**src/rtl/branch_stall_sequencer.sv**
```systemverilog
// branch_stall_sequencer
//   Branch hazard controller for the ID stage of a 5-stage RV32I pipeline. A branch
//   in ID is compared in ID, so its operands must already be available there.
//   Depending on the producer it waits 0, 1 or 2 cycles before the branch is evaluated.
//   A two-process FSM sequences those stall cycles.
//   The block also drives the comparator forwarding selects and the IF flush on a
//   taken branch. It keeps saturating counts of stall cycles, resolved branches and
//   taken branches.
//
// Ports
//   clk, rst_n                     clock and synchronous active-low reset
//   Branch, flush_ID               branch decoded in ID; external squash of ID
//   rs1, rs2                       ID source registers
//   rd_EX, RegWrite_EX, MemRead_EX     EX-stage producer info
//   rd_MEM, RegWrite_MEM, MemRead_MEM  MEM-stage producer info
//   branch_taken                   comparator result, used only in the evaluate cycle
//   PCWrite, IDWrite, CtrlSrc      stall controls (CtrlSrc = 1 injects a bubble)
//   IF_flush                       squash the fetched instruction on a taken branch
//   branch_forwardA/B              10 = EX, 01 = MEM, 00 = register file
//   busy                           FSM not idle
//   stall_cnt, br_cnt, taken_cnt   saturating performance counters

module branch_stall_sequencer #(
  parameter int unsigned CNT_W = 32
) (
  input  logic             clk,
  input  logic             rst_n,
  input  logic             Branch,
  input  logic             flush_ID,
  input  logic [4:0]       rs1,
  input  logic [4:0]       rs2,
  input  logic [4:0]       rd_EX,
  input  logic             RegWrite_EX,
  input  logic             MemRead_EX,
  input  logic [4:0]       rd_MEM,
  input  logic             RegWrite_MEM,
  input  logic             MemRead_MEM,
  input  logic             branch_taken,
  output logic             PCWrite,
  output logic             IDWrite,
  output logic             CtrlSrc,
  output logic             IF_flush,
  output logic [1:0]       branch_forwardA,
  output logic [1:0]       branch_forwardB,
  output logic             busy,
  output logic [CNT_W-1:0] stall_cnt,
  output logic [CNT_W-1:0] br_cnt,
  output logic [CNT_W-1:0] taken_cnt
);

  typedef enum logic [1:0] {StIdle, StStall, StResolve} state_e;

  localparam logic [1:0] SelRf  = 2'b00;
  localparam logic [1:0] SelMem = 2'b01;
  localparam logic [1:0] SelEx  = 2'b10;

  state_e           state_q, state_d;
  logic             rem_q, rem_d;
  logic [1:0]       fwd_a_q, fwd_a_d;
  logic [1:0]       fwd_b_q, fwd_b_d;
  logic [CNT_W-1:0] stall_cnt_q, stall_cnt_d;
  logic [CNT_W-1:0] br_cnt_q, br_cnt_d;
  logic [CNT_W-1:0] taken_cnt_q, taken_cnt_d;

  // Operand match terms; x0 never matches.
  logic ex_a, ex_b, ex_any, mem_a, mem_b, mem_any;
  logic haz2, haz1_ex, haz1_mem;

  always_comb begin
    ex_a     = (rd_EX != 5'd0) && (rd_EX == rs1);
    ex_b     = (rd_EX != 5'd0) && (rd_EX == rs2);
    ex_any   = ex_a | ex_b;
    mem_a    = (rd_MEM != 5'd0) && (rd_MEM == rs1);
    mem_b    = (rd_MEM != 5'd0) && (rd_MEM == rs2);
    mem_any  = mem_a | mem_b;
    haz2     = RegWrite_EX & MemRead_EX & ex_any;
    haz1_ex  = RegWrite_EX & ~MemRead_EX & ex_any;
    haz1_mem = RegWrite_MEM & MemRead_MEM & mem_any;
  end

  logic eval;

  always_comb begin
    state_d         = state_q;
    rem_d           = rem_q;
    fwd_a_d         = fwd_a_q;
    fwd_b_d         = fwd_b_q;
    PCWrite         = 1'b1;
    IDWrite         = 1'b1;
    CtrlSrc         = 1'b0;
    IF_flush        = 1'b0;
    branch_forwardA = SelRf;
    branch_forwardB = SelRf;
    eval            = 1'b0;

    if (flush_ID || !rst_n) begin
      // Squash or reset: drop the sequence, outputs stay at defaults.
      state_d = StIdle;
    end else begin
      unique case (state_q)
        StIdle: begin
          if (Branch) begin
            if (haz2 || haz1_ex || haz1_mem) begin
              PCWrite = 1'b0;
              IDWrite = 1'b0;
              CtrlSrc = 1'b1;
              if (haz2) begin
                rem_d   = 1'b1;
                fwd_a_d = SelRf;
                fwd_b_d = SelRf;
                state_d = StStall;
              end else if (haz1_ex) begin
                // The EX ALU result will sit in MEM during the resolve cycle.
                fwd_a_d = ex_a ? SelMem : SelRf;
                fwd_b_d = ex_b ? SelMem : SelRf;
                state_d = StResolve;
              end else begin
                // The MEM load will be in WB; the register file writes before it is read.
                fwd_a_d = SelRf;
                fwd_b_d = SelRf;
                state_d = StResolve;
              end
            end else begin
              eval = 1'b1;
              if (RegWrite_EX && ex_a) begin
                branch_forwardA = SelEx;
              end else if (RegWrite_MEM && !MemRead_MEM && mem_a) begin
                branch_forwardA = SelMem;
              end
              if (RegWrite_EX && ex_b) begin
                branch_forwardB = SelEx;
              end else if (RegWrite_MEM && !MemRead_MEM && mem_b) begin
                branch_forwardB = SelMem;
              end
            end
          end
        end
        StStall: begin
          PCWrite = 1'b0;
          IDWrite = 1'b0;
          CtrlSrc = 1'b1;
          rem_d   = 1'b0;
          fwd_a_d = SelRf;
          fwd_b_d = SelRf;
          state_d = StResolve;
        end
        StResolve: begin
          eval            = 1'b1;
          branch_forwardA = fwd_a_q;
          branch_forwardB = fwd_b_q;
          state_d         = StIdle;
        end
        default: begin
          state_d = StIdle;
        end
      endcase
      IF_flush = eval & branch_taken;
    end
  end

  // Saturating counters.
  always_comb begin
    stall_cnt_d = stall_cnt_q;
    br_cnt_d    = br_cnt_q;
    taken_cnt_d = taken_cnt_q;
    if (CtrlSrc && (stall_cnt_q != '1)) begin
      stall_cnt_d = stall_cnt_q + 1'b1;
    end
    if (eval && (br_cnt_q != '1)) begin
      br_cnt_d = br_cnt_q + 1'b1;
    end
    if (eval && branch_taken && (taken_cnt_q != '1)) begin
      taken_cnt_d = taken_cnt_q + 1'b1;
    end
  end

  always_ff @(posedge clk) begin
    if (!rst_n) begin
      state_q     <= StIdle;
      rem_q       <= 1'b0;
      fwd_a_q     <= SelRf;
      fwd_b_q     <= SelRf;
      stall_cnt_q <= '0;
      br_cnt_q    <= '0;
      taken_cnt_q <= '0;
    end else begin
      state_q     <= state_d;
      rem_q       <= rem_d;
      fwd_a_q     <= fwd_a_d;
      fwd_b_q     <= fwd_b_d;
      stall_cnt_q <= stall_cnt_d;
      br_cnt_q    <= br_cnt_d;
      taken_cnt_q <= taken_cnt_d;
    end
  end

  assign busy      = (state_q != StIdle);
  assign stall_cnt = stall_cnt_q;
  assign br_cnt    = br_cnt_q;
  assign taken_cnt = taken_cnt_q;

endmodule

```
**config.mk**
```make
export PLATFORM = sky130hd
export DESIGN_NAME = branch_stall_sequencer
export DESIGN_NICKNAME = d
export VERILOG_FILES = /design/src/rtl/branch_stall_sequencer.sv
export SDC_FILE = /design/constraint.sdc
export NUM_CORES = 1
export LEC_CHECK = 0
export CORE_MARGIN = 2
export CORE_UTILIZATION = 56
export CTS_BUF_LIST = sky130_fd_sc_hd__clkbuf_4
export DETAILED_ROUTE_END_ITERATION = 6
export PLACE_DENSITY = 0.95
export SLEW_MARGIN = 10
export SYNTH_ARGS = -nofsm -noshare
export SYNTH_HDL_FRONTEND = slang
export SYNTH_SLANG_ARGS = --single-unit
```
**constraint.sdc**
```tcl
create_clock -name clk -period 6.4 [get_ports clk]
set_input_delay 1.6 -clock clk [delete_from_list [all_inputs] [get_ports clk]]
set_output_delay 1.6 -clock clk [all_outputs]
set_load 0.02 [all_outputs]
```
**After elaboration in Yosys (flattened, before gate mapping)**

Cells that the tools add are included.

- Add/subtract/negate cells: 3
- Multiply operators: 0
- Divide/modulo/power cells: 0
- $lt $le $gt $ge: 0
- Eq/ne operators: 11
- Shift-type cells: 0
- Mux-type cells: 41
- Bitwise operators: 12
- Reductions and logical operators: 26

Operators with widths:

| kind | number |
|---|---|
| 32-bit by 1-bit adder with 32-bit output, second input constant | 3 |
| 32-bit != test, second input constant | 3 |
| 2-bit two-way mux | 15 |
| 5-bit equality test | 4 |
| 2-bit one-hot mux with 2 select lines | 5 |
| 1-bit two-way mux | 18 |
| 1-bit logical AND | 13 |
| 5-bit nonzero test | 2 |
| 1-bit bitwise AND | 7 |
| 1-bit one-hot mux with 2 select lines | 3 |
| 2-bit != test, second input constant | 2 |
| 4-bit AND reduction | 1 |
| 2-bit nonzero test | 2 |
| 1-bit logical OR | 3 |
| 1-bit inverter | 3 |
| 2-bit by 1-bit equality test with 1-bit output, second input constant | 1 |
| 2-bit equality test, second input constant | 1 |
| 1-bit zero test | 2 |
| 2-bit zero test | 1 |
| 1-bit bitwise OR | 2 |
| 2-bit AND reduction | 1 |
| 2-bit OR reduction | 1 |

- Register bits after elaboration: 102
- Latch bits: 0
- Memory bits (writable): 0
- Memory bits (read-only): 0
- Bits of input ports: 29
- Output and inout bits: 105
- Logic and storage cells: 99
- Memories: 0

**Logic depth before layout (Yosys ltp)**

Gate-level depths: netlist (run 1).

- Depth in word-level cells: 13
- Mapped depth: 10
- Mapped depth without buffers: 8

**Worst setup path before layout (run 1)**

Ideal clock, no wire load.

- Path kind: input port to output port
- From: input rd_EX[1]
- To: output IF_flush
- Arrival time: 3,530 ps
- Setup slack: 1,270 ps
- Stages on the path: 8
- Cell sequence: or4_4 > o21ai_4 > a21oi_2 > o31a_1 > buf_2 > clkbuf_1 > clkbuf_1 > nor2_1

- Longest elaborated chain between the ends: 12

Ends and longest elaborated chain:

| element | RTL line | source |
|---|---|---|
| start, declared | 32 | `input logic [4:0] rd_EX,` |
| 5-bit equality test (tied with other cells) | 70 | `ex_a = (rd_EX != 5'd0) && (rd_EX == rs1);` |
| 1-bit logical AND (on tied branches) | 70, 71 |  |
| 1-bit bitwise OR * | 72 | `ex_any = ex_a \| ex_b;` |
| 1-bit bitwise AND (on tied branches) | 76, 77 |  |
| 1-bit logical OR * (2 in a row) | 103 | `if (haz2 \|\| haz1_ex \|\| haz1_mem) begin` |
| 1-bit two-way mux * | 103 |  |
| 1-bit two-way mux * | 102 | `if (Branch) begin` |
| 1-bit one-hot mux with 2 select lines * | 100 | `unique case (state_q)` |
| 1-bit two-way mux * | 96 | `if (flush_ID \|\| !rst_n) begin` |
| 1-bit bitwise AND * | 157 | `IF_flush = eval & branch_taken;` |
| 1-bit two-way mux * | 96 |  |
| end, declared | 42 | `output logic IF_flush,` |

Every way passes the cells marked *; elsewhere a longest branch is shown, timed or not. The select of a mux whose other input is x is not followed.

**Worst setup path in the final report (run 1)**

- From: input rd_EX[1]
- To: output branch_forwardB[0]

- Longest elaborated chain between the ends: 10

Ends and longest elaborated chain:

| element | RTL line | source |
|---|---|---|
| 5-bit equality test (tied with other cells) | 70 |  |
| 1-bit logical AND (on tied branches) | 70, 71 |  |
| 1-bit bitwise OR | 72 |  |
| 1-bit bitwise AND (on tied branches) | 76, 77 |  |
| 1-bit logical OR (2 in a row) | 103 |  |
| 2-bit two-way mux * | 103 |  |
| 2-bit two-way mux * | 102 |  |
| 2-bit one-hot mux with 2 select lines * | 100 |  |
| 2-bit two-way mux * | 96 |  |
| end, declared | 44 | `output logic [1:0] branch_forwardB,` |

Every way passes the cells marked *; elsewhere a longest branch is shown, timed or not.

==> results.cfg, run 1 <==
[floorplan]
die_h_um = 105
rows = 36
die_w_um = 105
io_pins = 134
core_area_mm2 = 0.00982
start_util_pct = 58.2
die-area_mm2 = 0.0110

[sta]
min_period_ns = 5.90
tns_ns = 0
relSlewSlack_pct = 33.2
grt_setup_unrepaired = no
finalSetupViolCount = 0
max_freq_ghz = 0.169
skew_ns = 0.0273
tightest_slew_ns = 1.00
maxSlewViolCount = 0
period_share_pct = 92.2
hold_viol = 0

[clock_network]
postCtsSetupRepairBufs = 0
hold_buffers = 0
clk_pin_slew_ns = 0.14
cts_sinks = 100
h-tree-depth = 3
cts_made_buffers = 9
clockRootBuffer = clkbuf_4
cts_resized = 0
insertion_delay_ns = 0.46
clockBufferDepth = 2
cts_tree = built

[logic_synthesis]
ys_async_sr_fraction_pct = 0
synth.cell_area_mm2 = 0.00571
ys_seq_elements = 100
synth_top_area_cell = dfxtp_1
yosysSeqAreaShare_pct = 35.0
synth_top_area_share_pct = 35.0
netlist_top_cells_area = dfxtp_1, o31ai_1, a21oi_1, or4_1, nand4_1
synth_cells = 701
avgSynthCellArea_um2 = 8.15
synth_cell_types = 48
ys.flop_type = dfxtp_1
synth_edf_count = 0
ys_warn_count = 0

[route]
dr.pass1.iters = 5
drt-wirelength-per-cell_um = 17.1
dr.first_iter.drc_count = 391
drc = 0
avgViaCountPerCell = 6.58
vias = 6189
ant_nets = 0
routed_wl_um = 16100

[placed_design]
numPortBuffers = 131
hpwlAfterDp_um = 11300
placed_area_mm2 = 0.00703
gp_congestion = 0.924

[power]
power_density_mw_per_mm2 = 143
leakage_nw = 2.23
vdd_drop_max_mv = 0.102

[setup_path]
critPathMaxFanout = 5
worstPathArrival_ns = 4.30
cp.required_ns = 4.80
crit_slowest_cell = clkdlybuf4s50_1
path_class = primary input to output port
cp_cell_sequence = clkdlybuf4s50_1 > or4_4 > o21ai_4 > a21oi_2 > nor3_1 > o211ai_1 > a21oi_1 > clkdlybuf4s50_1
slowest_delay_ns = 0.64
startpoint_type = primary input
crit_top_cell = clkdlybuf4s50_1
cp-end-kind = output port

[min_path]
hold_path_class = flop to flop

[final_layout]
layout_common_cells = clkdlybuf4s50_1, dfxtp_1, nand2_1
finalInstanceArea_mm2 = 0.00717
num_antenna_cells = 0
fillCellCount = 758
layout_commonest_cell = clkdlybuf4s50_1
area_growth_pct = 25.4
nets = 835
drive_above_1_share_pct = 3.84

[grt]
grt_max_degree = 102
grt_pass1_wl_um = 26700
grt_pass1_vias = 5773
overflow = 0
grt_usage_pct = 28.7
antenna_found_initial = 0

[run]
drv_cap = 0

[outcome]
status = complete, no violations
-- final timing paths --
check	cells past startpoint	slack, ns	endpoint	startpoint
setup reg to reg	7	3.34	br_cnt[6]	br_cnt[7]
hold / removal	2	0.47	fwd_b_q[0]	fwd_b_q[0]
hold reg to reg	2	0.47	fwd_b_q[0]	fwd_b_q[0]
setup / recovery	8	0.50	branch_forwardB[0]	rd_EX[1]
-- cells by family (layout without fill, tap and decap cells) --
logic type / after synthesis / in the layout / synth area share (%)
AO/OA/AOI/OAI: 165 / 165 / 19.3
XOR/XNOR: 20 / 20 / 3.07
adder cells (fa/ha/maj): 3 / 3 / 0.657
buffers and inverters: 61 / 167 / 4.60
flip-flops: 100 / 100 / 35.0
multiplexers: 21 / 21 / 3.68
other: 1 / 2 / 0.0656
AND/OR/NAND/NOR: 330 / 330 / 33.6
-- metal layers --
| metal | up-vias | share of wire, % | global-route usage (%) |
|---|---|---|---|
| met5 | - | 0 | 0 |
| met4 | 0 | 1.2 | 8.00 |
| met3 | 27 | 7.8 | 6.24 |
| met2 | 297 | 49 | 49.4 |
| met1 | 2951 | 42 | 36.0 |
| li1 | 2914 | - | - |
-- Yosys cell counts, types with 2 or more instances --
cell        n
inv_1      12
o41ai_1    10
and3_1     26
ha_1        3
a21oi_1    57
nor3_1     15
o211ai_1    9
o31a_1      5
xnor2_1    10
o21ai_0    16
or4_1      38
dfxtp_1   100
o21a_1      7
nor2_1     15
and2_1     13
buf_4       4
or2_2       2
nand4_1    44
nand2_1    59
nand4b_1    2
nand3_1    42
clkbuf_1   34
or3_1      16
nand2b_1   25
mux2i_1    21
nor4_1     11
o31ai_1    41
o311ai_0   11
xor2_1     10
buf_2       9
nor4b_1     2
and4_1     16
-- state kept, by name (all words and copies together) (netlist names) --
signal / count
state_q: 2
fwd_b_q: 1
stall_cnt: 32
taken_cnt: 32
fwd_a_q: 1
br_cnt: 32
-- stage by stage --
stage / hold WS, ns / power [mW] / std cells / utilization, % / setup WS, ns
after CTS: 0.475 / 1.03 / 940 / 72.8 / 0.524
after floorplan: 0.432 / 0.695 / 702 / - / 1.27
after global placement: 0.441 / 0.729 / 924 / 71.6 / 0.691
final: 0.469 / 1.03 / 941 / 73.0 / 0.499
after detailed placement: 0.456 / 0.733 / 924 / 71.6 / 0.521
after global routing: 0.502 / 1.07 / 941 / 73.0 / 0.367
-- critical path: cells and delay by family --
kind	cells	cell delay [ns]
buffers and inverters	2	1.11
and+or+nand+nor	2	0.89
AOI/OAI and AO/OA	4	0.70
-- where the power goes --
| part | switching, mW | internal [mW] |
|---|---|---|
| clock network | 0.223 | 0.0825 |
| registers | 0.00206 | 0.624 |
| logic | 0.0599 | 0.0346 |
| total | 0.285 | 0.742 |
-- area by class of cell --
class                      count  area (um2)  share of cell area, %
inverter                      12        45.0                  0.629
clock inverter                 7        50.0                  0.698
multi-input combinational    541        3460                   48.3
tap                          133         166                   2.32
sequential                   100        2000                   27.9
timing repair buffer         139        1370                   19.2
clock buffer                   9        67.6                  0.943
Note: power is estimated with default switching activity, not from simulation.
==> run 2, diff against run 1 <==
SKIP_CTS_REPAIR_TIMING = 1   (was not set)
TNS_END_PERCENT = 20   (was not set)
==> results of run 2 <==
Same layout as run 1: the final DEF is identical, and so are final timing and power.
